## src/rtl/frame_sample_buffer_pkg.sv

```systemverilog
// Shared constants for frame_sample_buffer: register map, STATUS/CONTROL bit
// positions and default geometry.
package frame_sample_buffer_pkg;

  localparam int DEFAULT_DEPTH    = 256;
  localparam int DEFAULT_SAMPLE_W = 16;

  localparam logic [2:0] ADDR_STATUS    = 3'd0;
  localparam logic [2:0] ADDR_DATA      = 3'd1;
  localparam logic [2:0] ADDR_THRESHOLD = 3'd2;
  localparam logic [2:0] ADDR_CONTROL   = 3'd3;
  localparam logic [2:0] ADDR_LEVEL     = 3'd4;
  localparam logic [2:0] ADDR_OVF_CNT   = 3'd5;

  localparam int STATUS_OVF_BIT     = 31;
  localparam int STATUS_IRQ_BIT     = 30;
  localparam int STATUS_CLR_IRQ_BIT = 0;
  localparam int STATUS_CLR_OVF_BIT = 1;
  localparam int CTRL_ENABLE_BIT    = 0;
  localparam int CTRL_FLUSH_BIT     = 1;

endpackage

```

## src/rtl/frame_sample_buffer_sample_fifo.sv

```systemverilog
// Single-clock FIFO with combinational head read; callers never push when full
// without a pop, nor pop when empty. level_next exposes the post-edge occupancy.
module sample_fifo #(
  parameter int DEPTH = 256,
  parameter int W     = 16
) (
  input  logic                       clk,
  input  logic                       rst_n,
  input  logic                       flush,
  input  logic                       push,
  input  logic                       pop,
  input  logic [W-1:0]               din,
  output logic [W-1:0]               dout,
  output logic [$clog2(DEPTH):0]     level,
  output logic [$clog2(DEPTH):0]     level_next,
  output logic                       full,
  output logic                       empty
);

  localparam int AW = $clog2(DEPTH);
  localparam int LW = AW + 1;

  logic [W-1:0]  mem [DEPTH];
  logic [AW-1:0] wr_ptr_q, wr_ptr_d;
  logic [AW-1:0] rd_ptr_q, rd_ptr_d;
  logic [LW-1:0] level_q, level_d;

  always_comb begin
    wr_ptr_d = wr_ptr_q;
    rd_ptr_d = rd_ptr_q;
    level_d  = level_q;
    if (flush) begin
      wr_ptr_d = '0;
      rd_ptr_d = '0;
      level_d  = '0;
    end else begin
      // Pointers are AW bits wide, so wrap modulo DEPTH is implicit.
      if (push) wr_ptr_d = wr_ptr_q + AW'(1);
      if (pop)  rd_ptr_d = rd_ptr_q + AW'(1);
      level_d = level_q + LW'(push) - LW'(pop);
    end
  end

  always_ff @(posedge clk) begin
    if (!rst_n) begin
      wr_ptr_q <= '0;
      rd_ptr_q <= '0;
      level_q  <= '0;
    end else begin
      wr_ptr_q <= wr_ptr_d;
      rd_ptr_q <= rd_ptr_d;
      level_q  <= level_d;
    end
  end

  always_ff @(posedge clk) begin
    if (push && !flush) mem[wr_ptr_q] <= din;
  end

  assign dout       = mem[rd_ptr_q];
  assign level      = level_q;
  assign level_next = level_d;
  assign full       = (level_q == LW'(DEPTH));
  assign empty      = (level_q == '0);

endmodule

```

## src/rtl/frame_sample_buffer.sv

```systemverilog
// Tick-driven ADC capture FIFO with frame-ready irq and Avalon-MM drain port.
// Optional dropped-sample counter at address 5 when FRAME_BUF_OVF_CNT_EN is defined.
module frame_sample_buffer
  import frame_sample_buffer_pkg::*;
#(
  parameter int DEPTH    = DEFAULT_DEPTH,
  parameter int SAMPLE_W = DEFAULT_SAMPLE_W
) (
  input  logic                csi_clk,
  input  logic                rsi_reset_n,
  input  logic                tick_in,
  input  logic [SAMPLE_W-1:0] adc_sample,
  output logic                irq,
  input  logic                avs_s0_write,
  input  logic                avs_s0_read,
  input  logic [2:0]          avs_s0_address,
  input  logic [31:0]         avs_s0_writedata,
  output logic [31:0]         avs_s0_readdata
);

  localparam int LW = $clog2(DEPTH) + 1;

  logic                enable_q, enable_d;
  logic [LW-1:0]       threshold_q, threshold_d;
  logic                irq_q, irq_d;
  logic                overflow_q, overflow_d;
  logic [31:0]         readdata_q, readdata_d;

  logic                wr_status, wr_thr, wr_ctrl, rd_data;
  logic                flush, fifo_push, fifo_pop, drop;
  logic [SAMPLE_W-1:0] fifo_dout;
  logic [LW-1:0]       fifo_level, fifo_level_next;
  logic                fifo_full, fifo_empty;
  logic [31:0]         ovf_cnt_rd;

  always_comb begin
    wr_status = avs_s0_write && (avs_s0_address == ADDR_STATUS);
    wr_thr    = avs_s0_write && (avs_s0_address == ADDR_THRESHOLD);
    wr_ctrl   = avs_s0_write && (avs_s0_address == ADDR_CONTROL);
    rd_data   = avs_s0_read  && (avs_s0_address == ADDR_DATA);
    flush     = wr_ctrl && avs_s0_writedata[CTRL_FLUSH_BIT];
    // A flush discards both a same-cycle tick and a same-cycle pop.
    fifo_pop  = rd_data && !fifo_empty && !flush;
    fifo_push = tick_in && enable_q && (!fifo_full || fifo_pop) && !flush;
    drop      = tick_in && enable_q && fifo_full && !fifo_pop && !flush;
  end

  sample_fifo #(
    .DEPTH (DEPTH),
    .W     (SAMPLE_W)
  ) u_fifo (
    .clk        (csi_clk),
    .rst_n      (rsi_reset_n),
    .flush      (flush),
    .push       (fifo_push),
    .pop        (fifo_pop),
    .din        (adc_sample),
    .dout       (fifo_dout),
    .level      (fifo_level),
    .level_next (fifo_level_next),
    .full       (fifo_full),
    .empty      (fifo_empty)
  );

  always_comb begin
    enable_d    = enable_q;
    threshold_d = threshold_q;
    irq_d       = irq_q;
    overflow_d  = overflow_q;

    if (wr_ctrl) enable_d = avs_s0_writedata[CTRL_ENABLE_BIT];

    if (wr_thr) begin
      if (avs_s0_writedata == 32'd0)
        threshold_d = LW'(1);
      else if (avs_s0_writedata > 32'(DEPTH))
        threshold_d = LW'(DEPTH);
      else
        threshold_d = avs_s0_writedata[LW-1:0];
    end

    // Clears are applied first so a same-cycle set condition wins.
    if (wr_status && avs_s0_writedata[STATUS_CLR_IRQ_BIT]) irq_d = 1'b0;
    if (enable_q && (fifo_level_next >= threshold_q))      irq_d = 1'b1;

    if (wr_status && avs_s0_writedata[STATUS_CLR_OVF_BIT]) overflow_d = 1'b0;
    if (drop)                                              overflow_d = 1'b1;
  end

`ifdef FRAME_BUF_OVF_CNT_EN
  logic [15:0] ovf_cnt_q, ovf_cnt_d;

  always_comb begin
    ovf_cnt_d = ovf_cnt_q;
    if (wr_status && avs_s0_writedata[STATUS_CLR_OVF_BIT]) ovf_cnt_d = '0;
    if (drop && (ovf_cnt_d != 16'hFFFF))                   ovf_cnt_d = ovf_cnt_d + 16'd1;
  end

  always_ff @(posedge csi_clk) begin
    if (!rsi_reset_n) ovf_cnt_q <= '0;
    else              ovf_cnt_q <= ovf_cnt_d;
  end

  assign ovf_cnt_rd = {16'd0, ovf_cnt_q};
`else
  assign ovf_cnt_rd = 32'd0;
`endif

  always_comb begin
    readdata_d = '0;
    if (avs_s0_read) begin
      case (avs_s0_address)
        ADDR_STATUS: begin
          readdata_d                 = 32'(fifo_level);
          readdata_d[STATUS_OVF_BIT] = overflow_q;
          readdata_d[STATUS_IRQ_BIT] = irq_q;
        end
        ADDR_DATA:      readdata_d = fifo_empty ? 32'd0 : 32'($signed(fifo_dout));
        ADDR_THRESHOLD: readdata_d = 32'(threshold_q);
        ADDR_CONTROL:   readdata_d = {31'd0, enable_q};
        ADDR_LEVEL:     readdata_d = 32'(fifo_level);
        ADDR_OVF_CNT:   readdata_d = ovf_cnt_rd;
        default:        readdata_d = '0;
      endcase
    end
  end

  always_ff @(posedge csi_clk) begin
    if (!rsi_reset_n) begin
      enable_q    <= 1'b0;
      threshold_q <= LW'(DEPTH);
      irq_q       <= 1'b0;
      overflow_q  <= 1'b0;
      readdata_q  <= '0;
    end else begin
      enable_q    <= enable_d;
      threshold_q <= threshold_d;
      irq_q       <= irq_d;
      overflow_q  <= overflow_d;
      readdata_q  <= readdata_d;
    end
  end

  assign irq             = irq_q;
  assign avs_s0_readdata = readdata_q;

endmodule

```

## config.mk

```make
export PLATFORM = sky130hd
export DESIGN_NAME = frame_sample_buffer
export DESIGN_NICKNAME = d
export VERILOG_FILES = /design/src/rtl/frame_sample_buffer_pkg.sv /design/src/rtl/frame_sample_buffer_sample_fifo.sv /design/src/rtl/frame_sample_buffer.sv
export SDC_FILE = /design/constraint.sdc
export NUM_CORES = 2
export LEC_CHECK = 0
export BUFFER_PORTS_ARGS = -buffer_cell sky130_fd_sc_hd__buf_2
export CAP_MARGIN = 20
export CORE_UTILIZATION = 48
export CTS_BUF_LIST = sky130_fd_sc_hd__clkbuf_16
export CTS_CLUSTER_DIAMETER = 40
export DETAILED_ROUTE_END_ITERATION = 10
export PLACE_DENSITY = 0.62
export SYNTH_ARGS = -nofsm -noshare
export SYNTH_HDL_FRONTEND = slang
export SYNTH_SLANG_ARGS = --single-unit
```

## constraint.sdc

```tcl
create_clock -name csi_clk -period 11.75 [get_ports csi_clk]
set_input_delay 1.7625 -clock csi_clk [delete_from_list [all_inputs] [get_ports csi_clk]]
set_output_delay 1.7625 -clock csi_clk [all_outputs]
set_load 0.1 [all_outputs]
```

==> summary.txt <==
Run status
  – Outcome: complete, no violations

Yosys
  – Flop and latch count out of synthesis: 4159
  – Cell variety after synth: 72
  – Cell area after synthesis: 160000 µm²
  – Largest cells by area after synthesis: edfxtp_1 77%, mux4_2 14%, mux2i_1 1.1%, a22oi_1 0.81%, dfxtp_1 0.79%
  – Yosys warning count: 0
  – Part of the Yosys area used for sequential elements: 77.7%
  – Yosys top cell area share: 76.9%
  – Synth Instances: 7240
  – Synthesized area per cell: 22.1 µm²
  – Largest family of logic cells by synthesized area: multiplexers
  – Synth area leader: edfxtp_1
  – Syn Nets: 7323
  – EDFF count, synth: 4096
  – Ys async rst share: 0%
  – Xor-xnor portion of the synthesized cell area: 0.110%
  – Top FF cell, synth: edfxtp_1
  – Synth Area in Adders: 0.216%
  – Simple-gate portion of the synthesized area: 1.83%
  – Mux cell area share after synthesis: 15.4%
  – Post-synth top cells: 4096 x edfxtp_1, 1002 x mux4_2, 314 x nor2_1
  – Most numerous cell in the Yosys netlist: edfxtp_1
  – Post-synthesis compound-gate area fraction: 3.14%

Critical path
  – Crit start category: input pin
  – CP endpoint kind: flip-flop
  – CP Class: in2reg
  – FF-to-FF End: avs_s0_readdata[9]
  – R2R setup slack: 6.08 ns
  – Max FO, Critical Path: 22
  – CP required: 12.66 ns
  – CP arrival: 6.67 ns
  – Reg2Reg Depth: 9

Floorplanning
  – Row count: 211
  – Die Wd: 579 µm
  – Die Footprint: 335000 µm²
  – Starting Density: 48.3%
  – Die height: 579 µm
  – Core area: 331000 µm²
  – Top Ports: 89

STA
  – Slew Limit Fails: 0
  – Max-slew headroom: 18.7%
  – RSZ-0062 raised after global routing: no
  – Achievable Freq: 173 MHz
  – Final worst setup slack: 5.98 ns
  – Final Hold Fails: 0
  – Worst Tran Pin Value: 1.21 ns
  – Worst Clk Skew: 0.0424 ns
  – Post-route setup TNS: 0 ns
  – WHS: 0.450 ns
  – Endpoints failing setup: 0
  – Min cycle time layout: 5.77 ns
  – Final period util: 49.1%

Placed design
  – Pre-CTS WS: 5.06 ns
  – Final HPWL from detailed placement: 254000 µm
  – Port Buffer Count: 88
  – DP Area: 167000 µm²
  – Cells after DPL: 11.7k
  – GPL Wtd Cong: 0.891

Clocking
  – Hold-fix buffers at CTS: 0
  – H-tree levels: 6
  – CTS Root Cell: clkbuf_16
  – Clk pin slew, worst setup/hold paths: 0.06 ns
  – Clock Path Buffers: 4
  – Cts bufs inserted: 521
  – Clk sinks: 4159
  – CTS tree: built
  – Cells resized by post-CTS repair: 0
  – Later-pin clock latency in the skew report: 1.03 ns
  – Setup Buffers After CTS: 0

Drt
  – Drt total wl: 435000 µm
  – Via density: 6.35
  – Routed vias: 80.1k
  – DRC marker count from the first detailed-route iteration: 10.4k
  – Final ANT Viol Nets: 0
  – DRC errors left: 0
  – DRT Pass-1 Iters: 7
  – Post-DR wirelength/cell: 34.5 µm

Worst hold path
  – Hold Path Depth: 2
  – Hold Crit Class: reg2reg
  – Hold EP: avs_s0_readdata[31]
  – Min-Delay Startpoint: overflow_q

Cells and area
  – Final core occ: 55.9%
  – Cell Count, Final, Fillers Out: 12.6k
  – Final Cell Area: 185000 µm²
  – Fillers: 24.2k
  – Area Overhead vs Synth: 15.6%
  – Nets: 7901
  – Layout cells sized above 1: 29.2%

GRT
  – Global route overflow: 0
  – Vias in the first global route: 79.6k
  – Initial antenna violation count: 24
  – Largest net degree at the start of global routing: 157
  – Global-route wire length before repair: 609000 µm
  – Total GRT Usage: 25.9%

Job
  – Number of max-cap violations: 0

Power
  – P_leak: 57.4 nW
  – Power Density: 183 nW/µm²
  – Max rail drop VDD: 0.160 mV
  – Tot Pwr: 33.9 mW
placed cells by master, fill, tap and decap left out, types with 50 or more instances in the layout:
cell type	synthesis	layout
mux4_2	1002	1002
mux2i_1	174	174
clkinv_1	1	56
a221oi_1	64	64
nor2_1	314	287
buf_2	86	72
clkbuf_16	0	535
a22oi_1	173	173
a21oi_1	132	132
clkinv_2	0	59
inv_1	30	85
a22o_1	50	50
nand2_1	159	153
edfxtp_1	4096	4096
dfxtp_1	63	56
clkinvlp_4	0	50
buf_4	61	375
bufinv_16	0	75
o22ai_1	79	79
registers in the layout, summed over array words and instances (netlist names), named ones only:
| name | flops |
|---|---|
| u_fifo.level | 9 |
| enable_q | 1 |
| irq | 1 |
| threshold_q | 9 |
| u_fifo.mem | 4096 |
| avs_s0_readdata | 18 |
| u_fifo.wr_ptr_q | 8 |
| u_fifo.rd_ptr_q | 8 |
| overflow_q | 1 |
where the power goes:
| part | leakage, nW | internal, mW | switching (mW) |
|---|---|---|---|
| registers | 37.3 | 16.3 | 0.0174 |
| clock network | 8.88 | 10.0 | 6.39 |
| logic | 11.2 | 0.414 | 0.708 |
| total | 57.4 | 26.8 | 7.12 |
worst max-delay path, stage by stage:
cell,delay (ns)
buf_2,0.30
and3b_1,0.31
nand3_1,0.47
nand4_1,0.64
clkinv_1,0.42
ha_1,0.36
fa_1,0.44
a21oi_1,0.17
o21bai_1,0.11
a21oi_1,0.18
o21bai_1,0.11
a21o_1,0.21
a21oi_1,0.24
mux2i_1,0.25
ha_1,0.25
o2111ai_1,0.14
nor2_1,0.09
a21oi_1,0.14
o31ai_1,0.08
worst max path at each step:
stage	startpoint	to	cells past startpoint
finish	avs_s0_address[1]	irq	19
CTS	flip-flop	avs_s0_readdata[9]	9
floorplan	avs_s0_address[0]	irq	18
global route	avs_s0_address[1]	irq	19
global placement	avs_s0_address[1]	irq	19
detailed placement	avs_s0_address[1]	irq	19
per-layer routing:
layer / GRT usage [%] / routed length (µm)
met4: 8.91 / 15100
met5: 0 / 69
met1: 35.9 / 170000
met2: 40.4 / 207000
met3: 6.20 / 43500
final cells by class:
type / instances / area [µm²] / share of cell area, %
Antenna cell: 11 / 27.5 / 0.0149
Clock buffer: 535 / 13400 / 7.24
Clock inverter: 407 / 4620 / 2.50
Inverter: 34 / 135 / 0.0731
Multi-Input combinational cell: 2618 / 33200 / 18.0
Sequential cell: 4159 / 124000 / 67.2
Tap cell: 4366 / 5460 / 2.95
Timing Repair Buffer: 484 / 3830 / 2.07
cell families after synthesis:
group,count (synthesis)
DFF,4159
muxes,1202
xor gates and xnor gates,20
buffers and inverters,463
AOI/OAI and AO/OA,706
and+or+nand+nor,663
adders and majority gates,27
No activity file was read; power rests on OpenSTA's default activity.
